## src/rtl/traffic_phase_scheduler.sv

```systemverilog
// Timed phase scheduler for the main/county intersection: counted green, yellow and
// all-red intervals, a latched pedestrian walk phase and main-road emergency preempt.
module traffic_phase_scheduler #(
   parameter int MIN_GREEN = 8,
   parameter int MAX_GREEN = 20,
   parameter int YELLOW    = 3,
   parameter int ALL_RED   = 2,
   parameter int WALK      = 6,
   parameter int CNT_W     = 5
) (
   input  logic       clk,
   input  logic       reset,
   input  logic       x,
   input  logic       ped_req,
   input  logic       emerg,
   output logic [7:0] main_road,
   output logic [7:0] county_road,
   output logic       walk,
   output logic [2:0] phase,
   output logic       ped_pending
);

   // state | meaning
   // MG    | main green, county red; rests here
   // MY    | main yellow
   // AR1   | all red after main; chooses next phase
   // CG    | county green, bounded by MIN/MAX green
   // CY    | county yellow
   // AR2   | all red after county
   // PED   | all red with walk lamp
   typedef enum logic [2:0] {
      MG  = 3'd0,
      MY  = 3'd1,
      AR1 = 3'd2,
      CG  = 3'd3,
      CY  = 3'd4,
      AR2 = 3'd5,
      PED = 3'd6
   } phase_e;

   localparam logic [7:0] LT_G = 8'h47;
   localparam logic [7:0] LT_Y = 8'h59;
   localparam logic [7:0] LT_R = 8'h52;

   // Terminal counts are N-1: t==N-1 means the phase has lasted N cycles.
   localparam logic [CNT_W-1:0] T_MIN  = CNT_W'(MIN_GREEN - 1);
   localparam logic [CNT_W-1:0] T_MAX  = CNT_W'(MAX_GREEN - 1);
   localparam logic [CNT_W-1:0] T_YEL  = CNT_W'(YELLOW - 1);
   localparam logic [CNT_W-1:0] T_AR   = CNT_W'(ALL_RED - 1);
   localparam logic [CNT_W-1:0] T_WALK = CNT_W'(WALK - 1);
   localparam logic [CNT_W-1:0] T_SAT  = '1;

   phase_e           state, state_nx;
   logic [CNT_W-1:0] t;
   logic             ped_clr;

   always_comb begin
      state_nx = state;
      case (state)
         MG:  if (!emerg && t >= T_MIN && (x || ped_pending)) state_nx = MY;
         MY:  if (t == T_YEL) state_nx = AR1;
         AR1: if (t == T_AR) begin
                 if (emerg)            state_nx = MG;
                 else if (ped_pending) state_nx = PED;
                 else if (x)           state_nx = CG;
                 else                  state_nx = MG;
              end
         CG:  if (emerg || (t >= T_MIN && (!x || ped_pending || t == T_MAX))) state_nx = CY;
         CY:  if (t == T_YEL) state_nx = AR2;
         AR2: if (t == T_AR) state_nx = (ped_pending && !emerg) ? PED : MG;
         PED: if (emerg || t == T_WALK) state_nx = MG;
         default: state_nx = MG;
      endcase
   end

   assign ped_clr = (state_nx == PED) && (state != PED);
   assign phase   = state;

   // Lights are decoded from the next phase so they change on the same edge as phase.
   always_ff @(posedge clk or posedge reset) begin
      if (reset) begin
         state       <= MG;
         t           <= '0;
         ped_pending <= 1'b0;
         main_road   <= LT_G;
         county_road <= LT_R;
         walk        <= 1'b0;
      end else begin
         state <= state_nx;
         if (state_nx != state) t <= '0;
         else if (t != T_SAT)   t <= t + CNT_W'(1);
         ped_pending <= ped_req || (ped_pending && !ped_clr);
         walk        <= (state_nx == PED);
         case (state_nx)
            MY:           begin main_road <= LT_Y; county_road <= LT_R; end
            AR1, AR2, PED: begin main_road <= LT_R; county_road <= LT_R; end
            CG:           begin main_road <= LT_R; county_road <= LT_G; end
            CY:           begin main_road <= LT_R; county_road <= LT_Y; end
            default:      begin main_road <= LT_G; county_road <= LT_R; end
         endcase
      end
   end

endmodule
```

## config.mk

```make
export PLATFORM = sky130hd
export DESIGN_NAME = traffic_phase_scheduler
export DESIGN_NICKNAME = d
export VERILOG_FILES = /design/src/rtl/traffic_phase_scheduler.sv
export SDC_FILE = /design/constraint.sdc
export NUM_CORES = 1
export LEC_CHECK = 0
export BUFFER_PORTS_ARGS = -buffer_cell sky130_fd_sc_hd__buf_2
export CELL_PAD_IN_SITES_DETAIL_PLACEMENT = 0
export CELL_PAD_IN_SITES_GLOBAL_PLACEMENT = 1
export CORE_AREA = 2 2 62 75
export DETAILED_ROUTE_END_ITERATION = 7
export DIE_AREA = 0 0 64 77
export GPL_TIMING_DRIVEN = 0
export PLACE_DENSITY_LB_ADDON = 0.2
export SYNTH_ARGS = -nofsm -noshare
export SYNTH_HDL_FRONTEND = slang
export SYNTH_SLANG_ARGS = --single-unit
```

## constraint.sdc

```tcl
create_clock -name clk -period 2.9 [get_ports clk]
set_input_delay 0.145 -clock clk [delete_from_list [all_inputs] [get_ports clk]]
set_output_delay 0.145 -clock clk [all_outputs]
set_load 0.005 [all_outputs]
```

After elaboration in Yosys (flattened, before gate mapping). Index checks and enable logic that the tools add are counted.

Register bits after elaboration: 26. Latch bits: 0. Bits in writable memories: 0. ROM bits: 0. Input port bits: 5. Output and inout bits: 21. Logic and storage cells: 61. Memories: 0.

$add $sub $neg: 1. Multipliers: 0. Divide/modulo/power cells: 0. Order comparisons: 1. Equal/unequal tests: 19. Shift operators: 0. Muxes and demuxes: 16. Bitwise gates (word level): 0. Reduce and logical (&&, ||, !) cells: 18.

Operator list (number): 3-bit two-way mux (10); 3-bit one-hot mux with 7 select lines (1); 5-bit one-hot mux with 2 select lines (2); 3-bit == test (second input constant) (6); 3-bit by 2-bit == test with 1-bit output (second input constant) (4); 5-bit two-way mux (2); 3-bit by 1-bit == test with 1-bit output (second input constant) (2); 1-bit logical AND (6); 1-bit logical OR (6); 5-bit by 1-bit adder with 5-bit output (second input constant) (1); 5-bit by 1-bit == test with 1-bit output (second input constant) (1); 5-bit by 2-bit == test with 1-bit output (second input constant) (1); 5-bit by 3-bit == test with 1-bit output (second input constant) (1); 5-bit == test (second input constant) (1); 5-bit by 3-bit >= comparator with 1-bit output (second input constant) (1); 5-bit inequality test (second input constant) (1); 5-bit OR reduction (1); 1-bit logical NOT (3); 3-bit logical NOT (1); 3-bit inequality test (1); 3-bit inequality test (second input constant) (1); 2-bit two-way mux (1); 2-bit nonzero test (1).

Logic depth before layout (Yosys ltp). Gate-level depths: netlist of run 1.

Word-level depth: 12. Mapped depth: 9. Mapped depth without buffers: 9.

Least setup slack after synthesis of run 1. OpenSTA, ideal clock, no wires.

Path type: register to register. From: register t[1]. To: register main_road[4]. Setup time: 0.126 ns. Arrival: 2.085 ns. Required time: 2.774 ns. Path slack: 0.689 ns. Cell stages (with the launch flop): 9. Path buffers: 1. Period minus slack after synthesis: 2.211 ns. Path through: dfrtp_1 inv_1 ha_1 or4b_4 a22oi_2 o32ai_2 a311o_1 buf_6 a311o_1.

Cells in the longest elaborated chain, start to end: 9. Elaborated cells between the ends (all ways): 27. Those cells by class: 1 x order compare; 10 x eq/ne; 9 x mux; 7 x reduce/logical.

Ends and longest elaborated chain: from (decl) (RTL line 54) `logic [CNT_W-1:0] t;`; from (signal assigned) (RTL line 91) `else if (t != T_SAT) t <= t + CNT_W'(1);`; parallel branches: the longest is 5 deep, another holds 5-bit by 3-bit >= comparator with 1-bit output; 3-bit one-hot mux with 7 select lines * (RTL line 59) `case (state)`; via state_nx[1] (RTL line 53) `phase_e state, state_nx;`; 3-bit == test / 3-bit by 2-bit == test with 1-bit output (equally long branches) (RTL line 94) `case (state_nx)`; 5-bit OR reduction (no line); 5-bit one-hot mux with 2 select lines * (RTL line 94); to (signal assigned) (RTL line 95) `MY: begin main_road <= LT_Y; county_road <= LT_R; end`; to (signal assigned) (RTL line 96) `AR1, AR2, PED: begin main_road <= LT_R; county_road <= LT_R; end`; to (signal assigned) (RTL line 97) `CG: begin main_road <= LT_R; county_road <= LT_G; end`; to (decl) (RTL line 16) `output logic [7:0] main_road,`.

Mark *: on every way through the listed nets, which the timed path passes. A chain may end at the register's enable or synchronous reset.

Final worst setup path of run 1.
From: register t[1]. To: register t[3].

Cells in the longest elaborated chain, start to end: 8. Elaborated cells between the ends (all ways): 25. Those cells by class: 1 x add/sub; 1 x order compare; 6 x eq/ne; 10 x mux; 7 x reduce/logical.

Ends and longest elaborated chain: parallel branches: the longest is 8 deep, another holds 5-bit by 3-bit >= comparator with 1-bit output.

Parallel ways; which one is timed is not known. The select of a mux whose other input is x is not followed.

==> results of run 1 <==
[layout make-up]
class | count | area (um^2) | area share
Buffer | 11 | 81.3 | 0.0551
Clock buffer | 3 | 41.3 | 0.0280
Clock inverter | 1 | 30.0 | 0.0203
Inverter | 7 | 26.3 | 0.0178
Multi-Input combinational cell | 90 | 626 | 0.424
Sequential cell | 20 | 507 | 0.343
Tap cell | 56 | 70.1 | 0.0475
Timing Repair Buffer | 19 | 95.1 | 0.0644
[cell usage after synthesis, types with 3 or more instances]
library cell	number
dfrtp_1	15
nand3_1	6
nand2_1	9
inv_1	6
nor3_1	5
o21ai_1	5
ha_1	4
buf_4	8
nor2b_1	7
dfstp_2	5
mux2i_1	3
nor2_1	10
a311o_1	3
[through the flow]
step / cell area, um^2 / setup WS [ps] / hold slack (ps) / utilization
6_report: 1480 / 470 / -5.21 / 0.352
5_1_grt: 1480 / 231 / 59.7 / 0.352
3_3_place_gp: 1410 / 500 / 298 / 0.335
4_1_cts: 1480 / 456 / 32.4 / 0.352
2_1_floorplan: 1240 / 689 / 105 / -
3_5_place_dp: 1410 / 471 / 311 / 0.335
[layer usage]
metal,routed length (um),vias up,global-route usage
met2,1290,30,0.198
met3,141,4,0.0279
met1,1140,461,0.138
li1,-,489,-
met4,38,0,0.0457
met5,0,-,0
[cell families (layout without fill, tap and decap cells)]
family,count (synthesis),in the layout,share of synthesized area
flip-flops,20,20,0.414
buffers and inverters,18,41,0.0878
multiplexers,3,3,0.0245
adder cells (fa/ha/maj),4,4,0.0409
other,2,6,0.00613
AO/OA/AOI/OAI,22,22,0.153
XOR/XNOR,3,3,0.0215
AND/OR/NAND/NOR,52,52,0.252
[power groups by stage]
stage,combinational [uW],clock [uW],sequential [uW]
after floorplan,460,0,434
after global placement,637,0,435
after detailed placement,638,0,437
after CTS,639,281,433
after global routing,713,300,445
final,632,275,433
[worst paths after layout]
path,from,end,cells past startpoint
worst min-delay path,reset,county_road[2],2
min in group clk,ped_req,ped_pending,2
worst max-delay path,t[1],t[3],8
worst min register to register,t[1],t[1],2
worst max register to register,t[1],t[3],8
max in group asynchronous,reset,t[1],2
[cells in the final DEF, fill, tap and decap left out, types with 2 or more instances in the layout]
master and count:
buf_2 21, dfrtp_1 15, nor2_1 10, nand2_1 9, buf_4 8, nor2b_1 7, nand3_1 6, inv_1 6
conb_1 6, o21ai_1 5, nor3_1 5, dfstp_2 5, ha_1 4, mux2i_1 3, a311o_1 3, clkbuf_8 3
nor4b_2 2, nand4_1 2, a32oi_1 2, nand4b_1 2, xor2_1 2
[sequential cells by signal, indices dropped and copies added, names as in the netlist]
| register | count |
|---|---|
| main_road | 5 |
| ped_pending | 1 |
| t | 5 |
| county_road | 5 |
| phase | 3 |
| walk | 1 |
[critical path, delay by kind of cell, from the launching register on]
| family | cells | cell delay (ps) |
|---|---|---|
| AO/OA/AOI/OAI | 2 | 310 |
| adder cells (fa/ha/maj) | 1 | 160 |
| buffers and inverters | 1 | 80 |
| flip-flops | 1 | 440 |
| multiplexers | 1 | 460 |
| AND/OR/NAND/NOR | 3 | 830 |
==> summary.txt, run 1 <==
Die
  • Initial core utilization: 0.292
  • Overall die width: 64 um
  • Core Footprint: 4200 um^2
  • Die area: 4930 um^2
  • Chip Height: 77 um
  • Top Ports: 26
  • Cell Rows: 26

Layout
  • ANT cells: 0
  • Share of layout cells above drive strength 1: 0.305
  • P&R area growth vs syn: 20.5%
  • Non-filler instance count after layout: 207
  • Fillers: 424
  • Nets: 161

Timing
  • Final Max Slew Viols: 0
  • Setup repair after global routing missed its margin: false
  • Count of final setup violators: 0
  • Minimum hold slack: -5.21 ps
  • Relative slew slack: 0.519
  • Least-Margin Pin Slew: 721 ps
  • Setup_tns: 0 ps
  • Crit share post-route: 0.838
  • Clock skew: 2.04 ps
  • Fin. Hold Viols: 8
  • Highest clock rate: 412 MHz
  • Final min period: 2430 ps

Synthesis
  • Ys async rst share: 1.00
  • Post-synth EDFFs: 0
  • Yosys reg bits: 20
  • Number of library cell types mapped by synthesis: 44
  • Synth area leaders: dfrtp_1 31%, dfstp_2 11%, buf_4 4.9%, ha_1 4.1%, nor2b_1 3.6%
  • Post-synthesis cell count: 124
  • Mapped Area: 1220 um^2
  • Mean post-synth cell area: 9.88 um^2
  • Post-synth top area cell: dfrtp_1
  • Top FF cell, synth: dfrtp_1
  • Sequential share of the synthesized area: 0.414
  • Synth top area share: 0.306
  • Warnings, synthesis: 0

Clock tree
  • Clock sink total: 20
  • Post-CTS Resized: 0
  • CTS H-tree lvls: 1
  • Num CTS Buffers: 3
  • Worst-skew pair later-pin latency: 250 ps
  • Root Buffer: clkbuf_8
  • Hold-fix buffers, CTS: 0
  • CTS tree: built
  • Clock slew at reported path FFs: 70 ps
  • Postcts setup bufs: 0
  • Clock Path Buffers: 2

Pwr
  • Sequential power share: 0.323
  • Max VDD drop: 269 uV
  • Power per Cell Area: 907 nW/um^2
  • Pwr Total: 1340 uW
  • Leak Pwr: 0.000695 uW
  • Net Sw Frac: 0.377
  • Net Switching: 506 uW
  • Pint: 834 uW
  • Clock network fraction of design power: 0.205
  • Power share of the combinational group: 0.472

GRT
  • Gr usage total: 0.116
  • Vias in the first global route: 998
  • Initial antenna violation count: 0
  • Largest net degree at the start of global routing: 21
  • Total gr overflow: 0
  • Global-route wire length before repair: 4540 um

Placement
  • Hpwl dp: 2030 um
  • Placed cell count: 203
  • PortBufs: 19
  • GP Congestion: 0.814

Detailed routing
  • Overall routed net length: 2610 um
  • Routed WL per cell: 12.6 um
  • Via count: 984
  • DR iter-0 viols: 44
  • DRC Markers: 0
  • Final ANT Viol Nets: 0
  • Vias/cell: 4.75
  • First-pass detailed-route iteration total: 4

Setup path
  • R2R Setup Slk: 470 ps
  • Slowest cell on the critical path: or4b_4
  • CP Max Fanout: 6
  • Crit Path Class: flip-flop to flip-flop
  • Slowest stage delay, CP: 500 ps
  • Setup crit start kind: flip-flop
  • CP arrival: 2550 ps
  • Crit path required time: 3020 ps
  • CP Cell Sequence: inv_1 -> ha_1 -> or4b_4 -> o21ai_1 -> o2bb2ai_1 -> nor2_1 -> mux2i_1 -> nor3_1
  • CP endpoint kind: flip-flop

Run status
  • Run status: finished with violations
  • Failing checks: negative hold slack

Flow run
  • Max cap viols: 0

Worst hold path
  • HP Class: input port to asynchronous set/reset pin
Power figures use the tool's default switching activity.
==> inputs of run 2 (changes only) <==
--- a/config.mk
+++ b/config.mk
@@ -5,12 +5,13 @@
 export SDC_FILE = /design/constraint.sdc
 export NUM_CORES = 1
 export LEC_CHECK = 0
+export ABC_AREA = 1
 export BUFFER_PORTS_ARGS = -buffer_cell sky130_fd_sc_hd__buf_2
 export CELL_PAD_IN_SITES_DETAIL_PLACEMENT = 0
 export CELL_PAD_IN_SITES_GLOBAL_PLACEMENT = 1
-export CORE_AREA = 2 2 62 75
+export CORE_AREA = 2 2 64 78
 export DETAILED_ROUTE_END_ITERATION = 7
-export DIE_AREA = 0 0 64 77
+export DIE_AREA = 0 0 66 80
 export GPL_TIMING_DRIVEN = 0
 export PLACE_DENSITY_LB_ADDON = 0.2
 export SYNTH_ARGS = -nofsm -noshare
==> constraint.sdc (replaced) <==
create_clock -name clk -period 2.5 [get_ports clk]
set_input_delay 0.125 -clock clk [delete_from_list [all_inputs] [get_ports clk]]
set_output_delay 0.125 -clock clk [all_outputs]
set_load 0.005 [all_outputs]
==> summary.txt, run 2 <==
Layout
  • Design area: 1560 um^2 (+5.6%)
  • Most frequent cells in the layout: 41 x nand2_1, 24 x inv_1, 21 x nor2_1
  • ANT cells: 0 (unchanged)
  • P&R area growth vs syn: 19.5%
  • Final Util: 0.344 (-0.00743)
  • Nets: 206 (+28%)
  • Largest regs: county_road: 5 flops, main_road: 5 flops, t: 5 flops
  • Most common cell after layout, fill and taps aside: nand2_1
  • Share of layout cells above drive strength 1: 0.311 (+0.00659)

Detailed routing
  • Overall routed net length: 2540 um (-3.0%)
  • DR iter-0 viols: 34 (-23%)
  • Vias/cell: 4.08 (-14%)
  • Final ANT Viol Nets: 0 (unchanged)
  • First-pass detailed-route iteration total: 4 (unchanged)
  • Via count: 1037 (+5.4%)
  • Routed WL per cell: 9.98 um (-21%)
  • DRC Markers: 0 (unchanged)

Synthesis
  • Post-synth EDFFs: 0 (unchanged)
  • Post-synthesis cell count: 169 (+36%)
  • Synth area leaders: dfrtp_1 29%, nand2_1 12%, dfstp_2 10%, inv_1 6.9%, nor2_1 6.0%
  • Synth top area share: 0.288 (-0.0188)
  • Warnings, synthesis: 0 (unchanged)
  • Post-synth top area cell: dfrtp_1
  • Ys async rst share: 1.00 (unchanged)
  • Sequential share of the synthesized area: 0.388 (-0.0254)
  • Post-synth top cells: 41 x nand2_1, 24 x inv_1, 21 x nor2_1, 15 x dfrtp_1, 10 x nand3_1
  • Most common cell in the netlist: nand2_1
  • Number of library cell types mapped by synthesis: 24 (-45%)
  • Yosys reg bits: 20 (unchanged)
  • Mapped Area: 1310 um^2 (+6.5%)
  • Top FF cell, synth: dfrtp_1
  • Mean post-synth cell area: 7.72 um^2 (-22%)

Timing
  • Final min period: 1870 ps (-559 ps)
  • Least-Margin Pin Slew: 720 ps (-0.730 ps)
  • Count of final setup violators: 0 (unchanged)
  • Setup repair after global routing missed its margin: false
  • Crit share post-route: 0.749 (-0.0894)
  • Minimum hold slack: -24.7 ps (-19.5 ps)
  • Fin. Hold Viols: 15 (+7)
  • Highest clock rate: 534 MHz (+30%)
  • Final Worst Setup Slack: 629 ps (+159 ps)
  • Setup_tns: 0 ps (unchanged)
  • Clock skew: 1.33 ps (-0.708 ps)
  • Relative slew slack: 0.519 (about the same)
  • Final Max Slew Viols: 0 (unchanged)

Flow run
  • Max cap viols: 0 (unchanged)

Placement
  • Area post-placement: 1490 um^2 (+5.9%)
  • GP Congestion: 0.840 (+3.1%)
  • Hpwl dp: 2160 um (+6.1%)
  • PortBufs: 19 (unchanged)
  • Dpl ws: 599 ps (+128 ps)

Pwr
  • Leak Pwr: 0.000900 uW (+29%)
  • Max VDD drop: 282 uV (+4.8%)
  • Power per Cell Area: 857 nW/um^2 (-5.6%)

Clock tree
  • CTS H-tree lvls: 1 (unchanged)
  • Postcts setup bufs: 0 (unchanged)
  • Root Buffer: clkbuf_8
  • Clock slew at reported path FFs: 70 ps (about the same)
  • Worst-skew pair later-pin latency: 250 ps (about the same)
  • Num CTS Buffers: 3 (unchanged)
  • Post-CTS Resized: 0 (unchanged)
  • CTS tree: built
  • Clock sink total: 20 (unchanged)
  • Hold-fix buffers, CTS: 0 (unchanged)
  • Clock Path Buffers: 2 (unchanged)

GRT
  • Largest net degree at the start of global routing: 21 (unchanged)
  • Global-route wire length before repair: 4580 um (+0.90%)
  • Gr usage total: 0.112 (-0.00409)
  • Total gr overflow: 0 (unchanged)
  • Initial antenna violation count: 0 (unchanged)
  • Vias in the first global route: 1071 (+7.3%)

Die
  • Initial core utilization: 0.288 (-0.00361)
  • Top Ports: 26 (unchanged)
  • Overall die width: 66 um (+3.1%)
  • Chip Height: 80 um (+3.9%)
  • Core Footprint: 4530 um^2 (+7.9%)
  • Die area: 5280 um^2 (+7.1%)
  • Cell Rows: 27 (+3.8%)

Worst hold path
  • HP Class: input port to asynchronous set/reset pin

Setup path
  • RR Endpoint: ped_pending
  • Setup crit start kind: flip-flop
  • Crit Path Class: flip-flop to flip-flop
  • CP Max Fanout: 5 (-1)
  • RR Startpoint: t[1]
  • Crit path required time: 2650 ps (-370 ps)
  • Reg2Reg Depth: 13 (+5)
  • R2R Setup Slk: 630 ps (+160 ps)
  • CP arrival: 2020 ps (-530 ps)
  • CP endpoint kind: flip-flop

Run status
  • Run status: finished with violations
  • Failing checks: negative hold slack
## run 2: cells by family after synthesis
kind of cell,count (synthesis),share of synthesized area
compound gates,6,0.0288
xor+xnor,3,0.0201
fa+ha+maj,4,0.0384
buf+inv,39,0.138
flops,20,0.388
other cells,2,0.00575
simple gates,95,0.381
## run 2: worst max-delay path, stage by stage, from the launching register on
cell and delay [ps]:
dfrtp_1 430, inv_1 70, ha_1 190, inv_1 110
nor2_8 90, nand2_2 90, nand2_2 80, nand3_2 90
nor2_4 140, nand3_4 100, nor2_1 170, nand3_1 90
nand2_1 70, nand2_1 50
## run 2: power breakdown
group | switching, uW | internal, uW | leakage (uW)
registers | 51.3 | 414 | 0.000251
logic | 337 | 216 | 0.000613
clock network | 104 | 214 | 0.0000357
total | 492 | 843 | 0.000900
## run 2: per-stage QoR
step	cells	total power, uW
floorplan	173	891
global placement	250	1030
detailed placement	250	1040
CTS	254	1380
global route	254	1470
finish	254	1340
## run 2: metal layers
layer  vias up  track usage  wire (um)
met5         -            0          0
met4         0       0.0265         21
met3         4       0.0296         80
met2        13        0.218       1420
met1       465        0.116       1020
li1        555            -          -
## run 2: final cells by class
type / instances / area [um^2]
tap: 58 / 72.6
inverter: 31 / 116
timing repair buffer: 19 / 95.1
clock inverter: 1 / 30.0
buffer: 8 / 63.8
sequential: 20 / 507
clock buffer: 3 / 41.3
multi-input combinational: 114 / 633
fill: 501 / 2970
## run 2: worst max-delay path by stage
stage / start / cells after the start / end
floorplan: t[1] / 12 / county_road[1]
global placement: t[1] / 13 / ped_pending
detailed placement: t[1] / 13 / ped_pending
CTS: t[1] / 13 / ped_pending
global route: t[0] / 12 / ped_pending
finish: t[1] / 13 / ped_pending
==> inputs of run 3 (changes only) <==
==> constraint.sdc (replaced) <==
create_clock -name clk -period 1.7 [get_ports clk]
set_input_delay 0.085 -clock clk [delete_from_list [all_inputs] [get_ports clk]]
set_output_delay 0.085 -clock clk [all_outputs]
set_load 0.005 [all_outputs]
==> summary.txt, run 3 (synthesis gave the netlist of run 2 again) <==
Run status
  • Run status: finished with violations
  • Failing checks: negative setup slack

Layout
  • Final Util: 0.392 (+0.0481)
  • Most common cell after layout, fill and taps aside: nand2_1
  • Design area: 1780 um^2 (+14%)
  • Nets: 216 (+4.9%)
  • Non-filler instance count after layout: 264 (+3.9%)
  • P&R area growth vs syn: 36.1%
  • Most frequent cells in the layout: 37 x nand2_1, 19 x inv_1, 19 x buf_2
  • Share of layout cells above drive strength 1: 0.476 (+0.165)
  • ANT cells: 0 (unchanged)
  • Largest regs: county_road: 5 flops, main_road: 5 flops, t: 5 flops

GRT
  • Initial antenna violation count: 0 (unchanged)
  • Vias in the first global route: 1097 (+2.4%)
  • Total gr overflow: 0 (unchanged)
  • Largest net degree at the start of global routing: 21 (unchanged)
  • Global-route wire length before repair: 4710 um (+2.9%)
  • Gr usage total: 0.116 (+0.00376)

Pwr
  • Max VDD drop: 464 uV (+65%)
  • Leak Pwr: 0.000972 uW (+8.1%)
  • Power per Cell Area: 1330 nW/um^2 (+55%)

Clock tree
  • Worst-skew pair later-pin latency: 250 ps (about the same)
  • CTS tree: built
  • Clock slew at reported path FFs: 70 ps (about the same)
  • Clock sink total: 20 (unchanged)
  • Root Buffer: clkbuf_8
  • Num CTS Buffers: 3 (unchanged)
  • Clock Path Buffers: 2 (unchanged)
  • CTS H-tree lvls: 1 (unchanged)

Detailed routing
  • DR iter-0 viols: 28 (-18%)
  • Final ANT Viol Nets: 0 (unchanged)
  • DRC Markers: 0 (unchanged)
  • Routed WL per cell: 10.5 um (+4.9%)
  • First-pass detailed-route iteration total: 4 (unchanged)
  • Vias/cell: 4.15 (+1.6%)
  • Via count: 1095 (+5.6%)
  • Overall routed net length: 2770 um (+9.1%)

Die
  • Die area: 5280 um^2 (unchanged)
  • Top Ports: 26 (unchanged)
  • Overall die width: 66 um (unchanged)
  • Core Footprint: 4530 um^2 (unchanged)
  • Chip Height: 80 um (unchanged)
  • Cell Rows: 27 (unchanged)
  • Initial core utilization: 0.288 (unchanged)

Timing
  • Final Max Slew Viols: 0 (unchanged)
  • Count of final setup violators: 8 (+8)
  • Final Worst Setup Slack: -43.6 ps (-672 ps)
  • Fin. Hold Viols: 0 (-15)
  • Minimum hold slack: 18.5 ps (+43.1 ps)
  • Highest clock rate: 574 MHz (+7.3%)
  • Crit share post-route: 1.03 (+0.277)
  • Relative slew slack: 0.511 (-0.00819)
  • Final min period: 1740 ps (-128 ps)
  • Setup repair after global routing missed its margin: true
  • Least-Margin Pin Slew: 732 ps (+12.3 ps)
  • Clock skew: 0.957 ps (-0.377 ps)

Placement
  • Area post-placement: 1490 um^2 (unchanged)
  • Placed cell count: 250 (unchanged)
  • Hpwl dp: 2160 um (unchanged)
  • PortBufs: 19 (unchanged)
  • GP Congestion: 0.840 (unchanged)

Setup path
  • CP Cell Sequence: inv_2 -> ha_4 -> inv_2 -> nor2_2 -> nand2_1 -> nand2_1 -> nand3_2 -> nor2_4 -> nand3_4 -> or2_4 -> nor2_4 -> inv_2
  • Slowest stage delay, CP: 470 ps (+40 ps)
  • CP arrival: 1940 ps (-80 ps)
  • Setup crit start kind: flip-flop
  • Most common cell on crit path: inv_2
  • Crit Path Class: flip-flop to flip-flop
  • Slowest cell on the critical path: dfrtp_2
  • CP endpoint kind: flip-flop
  • Crit path required time: 1900 ps (-750 ps)
  • CP Max Fanout: 5 (unchanged)

Flow run
  • Max cap viols: 0 (unchanged)

Worst hold path
  • HP Class: input port to flip-flop
[run 3: layout make-up]
cell class / count / area, um^2
fill: 481 / 2750
multi-input combinational: 114 / 753
sequential: 20 / 508
timing repair buffer: 29 / 189
inverter: 31 / 119
tap: 58 / 72.6
buffer: 8 / 63.8
clock buffer: 3 / 41.3
clock inverter: 1 / 30.0
[run 3: where the power goes]
group	switching (uW)	internal [uW]	leakage (uW)
combinational	664	542	0.000687
sequential	83.8	611	0.000250
clock	152	314	0.0000357
[run 3: critical path: cells and delay by family (launching register included)]
family,cells,cell delay [ps]
buffers and inverters,3,160
flip-flops,1,470
AND/OR/NAND/NOR,8,920
adder cells (fa/ha/maj),1,130
[run 3: worst paths after layout]
check	from	end	slack, ps	depth (start not counted)
worst min register to register	ped_pending	ped_pending	600	2
max in group asynchronous	reset	t[0]	710	3
worst min-delay path	ped_req	ped_pending	20	3
worst max-delay path	t[0]	county_road[1]	-40	12
worst max register to register	t[0]	county_road[1]	-40	12
min in group asynchronous	reset	t[2]	490	3
[run 3: per-stage QoR]
| stage | worst slack [ps] | total power (uW) | TNS (ps) |
|---|---|---|---|
| 2_1_floorplan | 5.66 | 1310 | 0 |
| 3_3_place_gp | -184 | 1520 | -1450 |
| 3_5_place_dp | -201 | 1540 | -1860 |
| 4_1_cts | -53.6 | 2260 | -129 |
| 5_1_grt | -148 | 2570 | -1510 |
| 6_report | -43.6 | 2370 | -142 |
[run 3: layer usage]
metal	vias up	GRT usage	part of all wire
met1	501	0.123	0.39
met4	0	0.0245	0.0076
met3	4	0.0296	0.029
met2	13	0.223	0.58
met5	-	0	0
li1	577	-	-
[run 3: timing repair]
item	CTS	global route
buffers inserted	8	1
endpoints found under the setup margin	13	13
resized for setup	19	19
hold endpoints to repair	15	0
hold buffers	1	0
pin swaps	11	17
